[config.mk]
export PLATFORM = sky130hd
export DESIGN_NAME = haar_stage_sequencer
export DESIGN_NICKNAME = d
export VERILOG_FILES = /design/src/rtl/haar_stage_sequencer.sv
export SDC_FILE = /design/constraint.sdc
export NUM_CORES = 1
export LEC_CHECK = 0
export BUFFER_PORTS_ARGS = -buffer_cell sky130_fd_sc_hd__buf_2
export CAP_MARGIN = 20
export CORE_ASPECT_RATIO = 0.5
export CORE_MARGIN = 4
export CORE_UTILIZATION = 55
export CTS_CLUSTER_SIZE = 8
export DETAILED_ROUTE_END_ITERATION = 10
export GPL_TIMING_DRIVEN = 0
export MAX_ROUTING_LAYER = met4
export PLACE_DENSITY = 0.8
export REMOVE_ABC_BUFFERS = 1
export SYNTH_ARGS = -nofsm -noshare
export SYNTH_HDL_FRONTEND = slang
export SYNTH_SLANG_ARGS = --single-unit
[constraint.sdc]
create_clock -name clk -period 9.7 [get_ports clk]
set_input_delay 1.94 -clock clk [delete_from_list [all_inputs] [get_ports clk]]
set_output_delay 1.94 -clock clk [all_outputs]
set_load 0.03 [all_outputs]
[src/rtl/haar_stage_sequencer.sv]
// Walks the cascade database stage by stage (READ->WAIT->OUT, 3 cycles/word with ready high).
// OUT holds word and indices until i_data_ready; stage boundaries wait for the evaluator verdict.
module haar_stage_sequencer #(
  parameter int ADDR_WIDTH               = 10,
  parameter int DATA_WIDTH_12            = 12,
  parameter int NUM_STAGES               = 4,
  parameter int NUM_CLASSIFIERS_STAGE    = 10,
  parameter int NUM_PARAM_PER_CLASSIFIER = 19,
  parameter int NUM_STAGE_THRESHOLD      = 3
) (
  input  logic                     clk,
  input  logic                     reset,
  input  logic                     i_start,
  output logic                     o_mem_ren,
  output logic [ADDR_WIDTH-1:0]    o_mem_addr,
  input  logic [DATA_WIDTH_12-1:0] i_mem_data,
  output logic [DATA_WIDTH_12-1:0] o_data,
  output logic                     o_data_valid,
  input  logic                     i_data_ready,
  output logic [DATA_WIDTH_12-1:0] o_index_stage,
  output logic [DATA_WIDTH_12-1:0] o_index_classifier,
  output logic [DATA_WIDTH_12-1:0] o_index_param,
  output logic                     o_is_threshold,
  output logic                     o_end_classifier,
  output logic                     o_end_stage,
  input  logic                     i_stage_result_valid,
  input  logic                     i_stage_pass,
  output logic                     o_busy,
  output logic                     o_done,
  output logic                     o_face_detected
);

  localparam int SIZE_STAGE = NUM_CLASSIFIERS_STAGE*NUM_PARAM_PER_CLASSIFIER + NUM_STAGE_THRESHOLD;

  localparam logic [DATA_WIDTH_12-1:0] LAST_STAGE = DATA_WIDTH_12'(NUM_STAGES-1);
  localparam logic [DATA_WIDTH_12-1:0] THR_CLS    = DATA_WIDTH_12'(NUM_CLASSIFIERS_STAGE);
  localparam logic [DATA_WIDTH_12-1:0] LAST_PARAM = DATA_WIDTH_12'(NUM_PARAM_PER_CLASSIFIER-1);
  localparam logic [DATA_WIDTH_12-1:0] LAST_THR   = DATA_WIDTH_12'(NUM_STAGE_THRESHOLD-1);
  localparam logic [ADDR_WIDTH-1:0]    STAGE_STEP = ADDR_WIDTH'(SIZE_STAGE);

  typedef enum logic [2:0] {
    S_IDLE, S_READ, S_WAIT, S_OUT, S_VERDICT, S_DONE
  } state_t;

  state_t                   state_q, state_d;
  logic [ADDR_WIDTH-1:0]    addr_q, addr_d;
  logic [ADDR_WIDTH-1:0]    base_q, base_d;
  logic [ADDR_WIDTH-1:0]    offset_q, offset_d;
  logic [DATA_WIDTH_12-1:0] data_q, data_d;
  logic [DATA_WIDTH_12-1:0] stage_q, stage_d;
  logic [DATA_WIDTH_12-1:0] cls_q, cls_d;
  logic [DATA_WIDTH_12-1:0] param_q, param_d;
  logic                     face_q, face_d;
  logic                     load_addr;
  logic                     is_thr;
  logic                     last_word;

  assign is_thr    = (cls_q == THR_CLS);
  assign last_word = is_thr && (param_q == LAST_THR);

  always_ff @(posedge clk) begin
    if (reset) begin
      state_q  <= S_IDLE;
      addr_q   <= '0;
      base_q   <= '0;
      offset_q <= '0;
      data_q   <= '0;
      stage_q  <= '0;
      cls_q    <= '0;
      param_q  <= '0;
      face_q   <= 1'b0;
    end else begin
      state_q  <= state_d;
      addr_q   <= addr_d;
      base_q   <= base_d;
      offset_q <= offset_d;
      data_q   <= data_d;
      stage_q  <= stage_d;
      cls_q    <= cls_d;
      param_q  <= param_d;
      face_q   <= face_d;
    end
  end

  always_comb begin
    state_d   = state_q;
    base_d    = base_q;
    offset_d  = offset_q;
    data_d    = data_q;
    stage_d   = stage_q;
    cls_d     = cls_q;
    param_d   = param_q;
    face_d    = face_q;
    load_addr = 1'b0;
    case (state_q)
      S_IDLE: begin
        if (i_start) begin
          state_d   = S_READ;
          base_d    = '0;
          offset_d  = '0;
          stage_d   = '0;
          cls_d     = '0;
          param_d   = '0;
          face_d    = 1'b0;
          load_addr = 1'b1;
        end
      end
      S_READ: state_d = S_WAIT;
      S_WAIT: begin
        data_d  = i_mem_data;
        state_d = S_OUT;
      end
      S_OUT: begin
        if (i_data_ready) begin
          if (last_word) begin
            state_d = S_VERDICT;
          end else begin
            // offset tracks classifier*NUM_PARAM_PER_CLASSIFIER + param incrementally
            state_d   = S_READ;
            offset_d  = offset_q + 1'b1;
            load_addr = 1'b1;
            if (!is_thr && (param_q == LAST_PARAM)) begin
              param_d = '0;
              cls_d   = cls_q + 1'b1;
            end else begin
              param_d = param_q + 1'b1;
            end
          end
        end
      end
      S_VERDICT: begin
        if (i_stage_result_valid) begin
          if (!i_stage_pass) begin
            state_d = S_DONE;
            face_d  = 1'b0;
          end else if (stage_q == LAST_STAGE) begin
            state_d = S_DONE;
            face_d  = 1'b1;
          end else begin
            state_d   = S_READ;
            base_d    = base_q + STAGE_STEP;
            stage_d   = stage_q + 1'b1;
            cls_d     = '0;
            param_d   = '0;
            offset_d  = '0;
            load_addr = 1'b1;
          end
        end
      end
      S_DONE:  state_d = S_IDLE;
      default: state_d = S_IDLE;
    endcase
  end

  // The address register only moves when a read is about to be issued.
  assign addr_d = load_addr ? (base_d + offset_d) : addr_q;

  always_comb begin
    o_mem_ren    = 1'b0;
    o_data_valid = 1'b0;
    o_busy       = 1'b0;
    o_done       = 1'b0;
    case (state_q)
      S_READ: begin
        o_mem_ren = 1'b1;
        o_busy    = 1'b1;
      end
      S_WAIT, S_VERDICT: o_busy = 1'b1;
      S_OUT: begin
        o_data_valid = 1'b1;
        o_busy       = 1'b1;
      end
      S_DONE:  o_done = 1'b1;
      default: ;
    endcase
  end

  assign o_mem_addr         = addr_q;
  assign o_data             = data_q;
  assign o_index_stage      = stage_q;
  assign o_index_classifier = cls_q;
  assign o_index_param      = param_q;
  assign o_face_detected    = face_q;
  assign o_is_threshold     = o_data_valid && is_thr;
  assign o_end_classifier   = o_data_valid && !is_thr && (param_q == LAST_PARAM);
  assign o_end_stage        = o_data_valid && last_word;

endmodule

==> flow_summary.toml <==
[synthesis]
synth_edf_count = 0
netlist_instances = 508
async_flop_share = 0
syn_area_per_cell_um2 = 8.37
synth.ff_latch_count = 82
synth_cell_type_count = 58
synth-warning-count = 0
yosysSeqAreaShare = 0.386
synthesis.area_um2 = 4250
synth_flop_cell = "dfxtp_1"

[grt]
grt_max_degree = 54
grt_remaining_overflow = 0
grt_usage = 0.221
antenna_found_initial = 0
grt_pass1_vias = 3475
grt_pass1_wl_mm = 16.5

[floorplan]
die_w_um = 132
dieArea_um2 = 9290
coreArea_um2 = 7430
die_y_um = 70.2
io_pins = 84
num_rows = 22
initial_utilization = 0.572

[route]
route.met2.wl_mm = 4.19
dr.max_layer_used = "met4"
routedLengthMet1_mm = 4.91
ant_nets = 0
via_per_inst = 5.79
met3WireLength_um = 629
wl_per_cell_um = 14.4
drc_errors = 0
via_count = 3957
drt_first_pass_iters = 4
routed_wl_mm = 9.82
dr.first_iter.drc_count = 310

[setup_path]
cp_slowest_cell = "a32oi_1"
startpoint = "i_stage_pass"
startpoint_type = "primary input"
r2r_cells = 16
cp.arrival_ps = 5410
cp_cell_sequence = "buf_2 > nand2_1 > a31o_2 > o22ai_1 > o21ai_1 > a32oi_1 > inv_1 > ha_1 > a21o_1 > a21oi_1 > o211ai_1 > a41oi_1 > xnor2_1 > xor2_1 > o31ai_1"
crit_family = "compound AO/OA/AOI/OAI gates"
reg2reg_to = "o_mem_addr[8]$_SDFFE_PP0P_"
r2r-start = "o_index_param[8]$_SDFFE_PP0P_"
crit_type = "primary input to flop"
worstPathRequired_ps = 9890
endpoint_kind = "flop"
cp_num_cells = 15
cp_slowest_stage_delay_ps = 510
worstPathMaxFanout = 12
crit_buf_inv = 2
worst-r2r-setup-slack_ps = 5090

[run]
max_cap_violations = 0

[sta]
fin_skew_ps = 8.05
fin_crit_sh = 0.538
worst_slew_pin_slew_ps = 963
tns_ps = 0
setup_viol = 0
timing.hold.ws_ps = 453
period_needed_ps = 5220
fmax_mhz = 191
slew_headroom = 0.358
rsz0062_at_grt = "false"
finalHoldViolCount = 0
final-max-slew-violation-count = 0

[finish]
syn_to_final_growth_pct = 17.2
fin_nets = 618
drive_gt1_frac = 0.194
fillCellCount = 654
diodes = 0

[pwr]
pwr-share-comb = 0.178
p_seq_frac = 0.444
power.density_nw_per_um2 = 163
swShare = 0.304
power_switching_w = 0.000248
internal-power_w = 0.000567
clkPwrFrac = 0.378
leakage_nw = 2.11
ir_worst_vdd_mv = 0.126

[place]
io_buffer_count = 83
finalWeightedCongestion = 0.844
place_hpwl_mm = 7.01

[clocking]
ctsLongestPathBuffers = 2
tritoncts = "built"
cts_sinks = 82
cts-root-buf = "clkbuf_16"
cts_resized = 0
cts_setup_buffers = 0
hold_buffers = 0
clkSlewWorstSetupHoldPaths_ps = 60
clkLatencyLatePin_ps = 340
cts_max_level = 3
cts_buffers = 9

[hold_path]
hold_start = "o_mem_addr[5]$_SDFFE_PP0P_"
min_path_type = "flop to flop"
min_path_cells = 2
hold_end = "o_mem_addr[5]$_SDFFE_PP0P_"

[status]
status = "completed"
==> worst min-delay path, stage by stage (launching register included) <==
cell     delay [ps]
dfxtp_1         310
nand2_1          50
a21oi_1          50
==> layout make-up <==
type | instances | area [µm²] | share of cell area
multi-input cells | 393 | 2480 | 0.498
repair buffers | 84 | 427 | 0.0857
clock buffers | 11 | 233 | 0.0467
well taps | 96 | 120 | 0.0241
inverters | 13 | 48.8 | 0.00980
clock inverters | 5 | 31.3 | 0.00628
flip-flops and latches | 82 | 1640 | 0.330
==> cell families (layout without fill, tap and decap cells) <==
kind of cell / Yosys count / in the layout / synth area share
AND/OR/NAND/NOR: 213 / 213 / 0.261
XOR/XNOR: 32 / 32 / 0.0659
buffers and inverters: 33 / 113 / 0.0306
flip-flops: 82 / 82 / 0.386
AO/OA/AOI/OAI: 118 / 118 / 0.174
multiplexers: 13 / 13 / 0.0306
adder cells (fa/ha/maj): 17 / 17 / 0.0518
==> flip-flops by register name, summed over array words and instances, names as in the netlist <==
| signal | flops |
|---|---|
| o_data | 12 |
| o_index_classifier | 12 |
| o_index_param | 12 |
| o_index_stage | 12 |
| base_q | 10 |
| o_mem_addr | 10 |
| offset_q | 10 |
| state_q | 3 |
| o_face_detected | 1 |
==> worst max-delay path by stage <==
stage / to / slack (ps)
floorplan: o_mem_addr[9]$_SDFFE_PP0P_ / 5000
global placement: o_mem_addr[9]$_SDFFE_PP0P_ / 4220
detailed placement: o_mem_addr[9]$_SDFFE_PP0P_ / 4160
CTS: o_mem_addr[9]$_SDFFE_PP0P_ / 4500
global route: o_mem_addr[9]$_SDFFE_PP0P_ / 4220
finish: o_mem_addr[9]$_SDFFE_PP0P_ / 4480
==> power by group through the flow <==
stage	registers, W	clock network, W	logic, W
after global placement	0.000368	0	0.000141
after floorplan	0.000386	0	0.0000824
after global routing	0.000363	0.000331	0.000158
after detailed placement	0.000368	0	0.000144
after CTS	0.000361	0.000313	0.000145
final	0.000361	0.000308	0.000145
==> synth_stat cells, types with 10 or more instances <==
cell type | count | share of area
xor2_1 | 20 | 0.041
nor3_1 | 10 | 0.012
nor2_1 | 59 | 0.052
mux2i_1 | 13 | 0.031
nand4_1 | 15 | 0.022
a21oi_1 | 33 | 0.039
o21ai_0 | 34 | 0.040
dfxtp_1 | 82 | 0.39
xnor2_1 | 12 | 0.025
or3_1 | 10 | 0.015
nand2_1 | 43 | 0.038
ha_1 | 16 | 0.047
nor2b_1 | 21 | 0.031
clkbuf_1 | 13 | 0.011
nand3_1 | 17 | 0.020
and3_1 | 10 | 0.015
inv_1 | 12 | 0.011
==> cells in the final DEF (no fill, tap or decap), drive strengths merged, types with 3 or more instances in the layout <==
| cell type | n |
|---|---|
| a211oi | 4 |
| a21o | 7 |
| a21oi | 35 |
| a22oi | 3 |
| a31oi | 9 |
| a41oi | 4 |
| and2 | 3 |
| and3 | 10 |
| buf | 84 |
| clkbuf | 11 |
| clkinv | 4 |
| dfxtp | 82 |
| ha | 16 |
| inv | 13 |
| mux2i | 13 |
| nand2 | 43 |
| nand2b | 5 |
| nand3 | 17 |
| nand4 | 17 |
| nor2 | 60 |
| nor2b | 21 |
| nor3 | 11 |
| nor4 | 3 |
| nor4b | 4 |
| o21a | 3 |
| o21ai | 36 |
| o31ai | 5 |
| or3 | 10 |
| or4 | 3 |
| xnor2 | 12 |
| xor2 | 20 |
==> metal layers <==
metal | up-vias | track usage
li1 | 1969 | -
met1 | 1867 | 0.305
met2 | 112 | 0.312
met3 | 9 | 0.0655
met4 | 0 | 0.0622
met5 | - | -
==> stage by stage <==
stage	setup WS [ps]	util	cell area, µm²	total power (W)	instances
2_1_floorplan	5000	-	4170	0.000469	488
3_3_place_gp	4220	0.633	4710	0.000509	667
3_5_place_dp	4160	0.635	4720	0.000513	668
4_1_cts	4500	0.670	4980	0.000819	684
5_1_grt	4220	0.670	4980	0.000853	684
6_report	4480	0.670	4980	0.000814	684
Power figures use the tool's default switching activity.
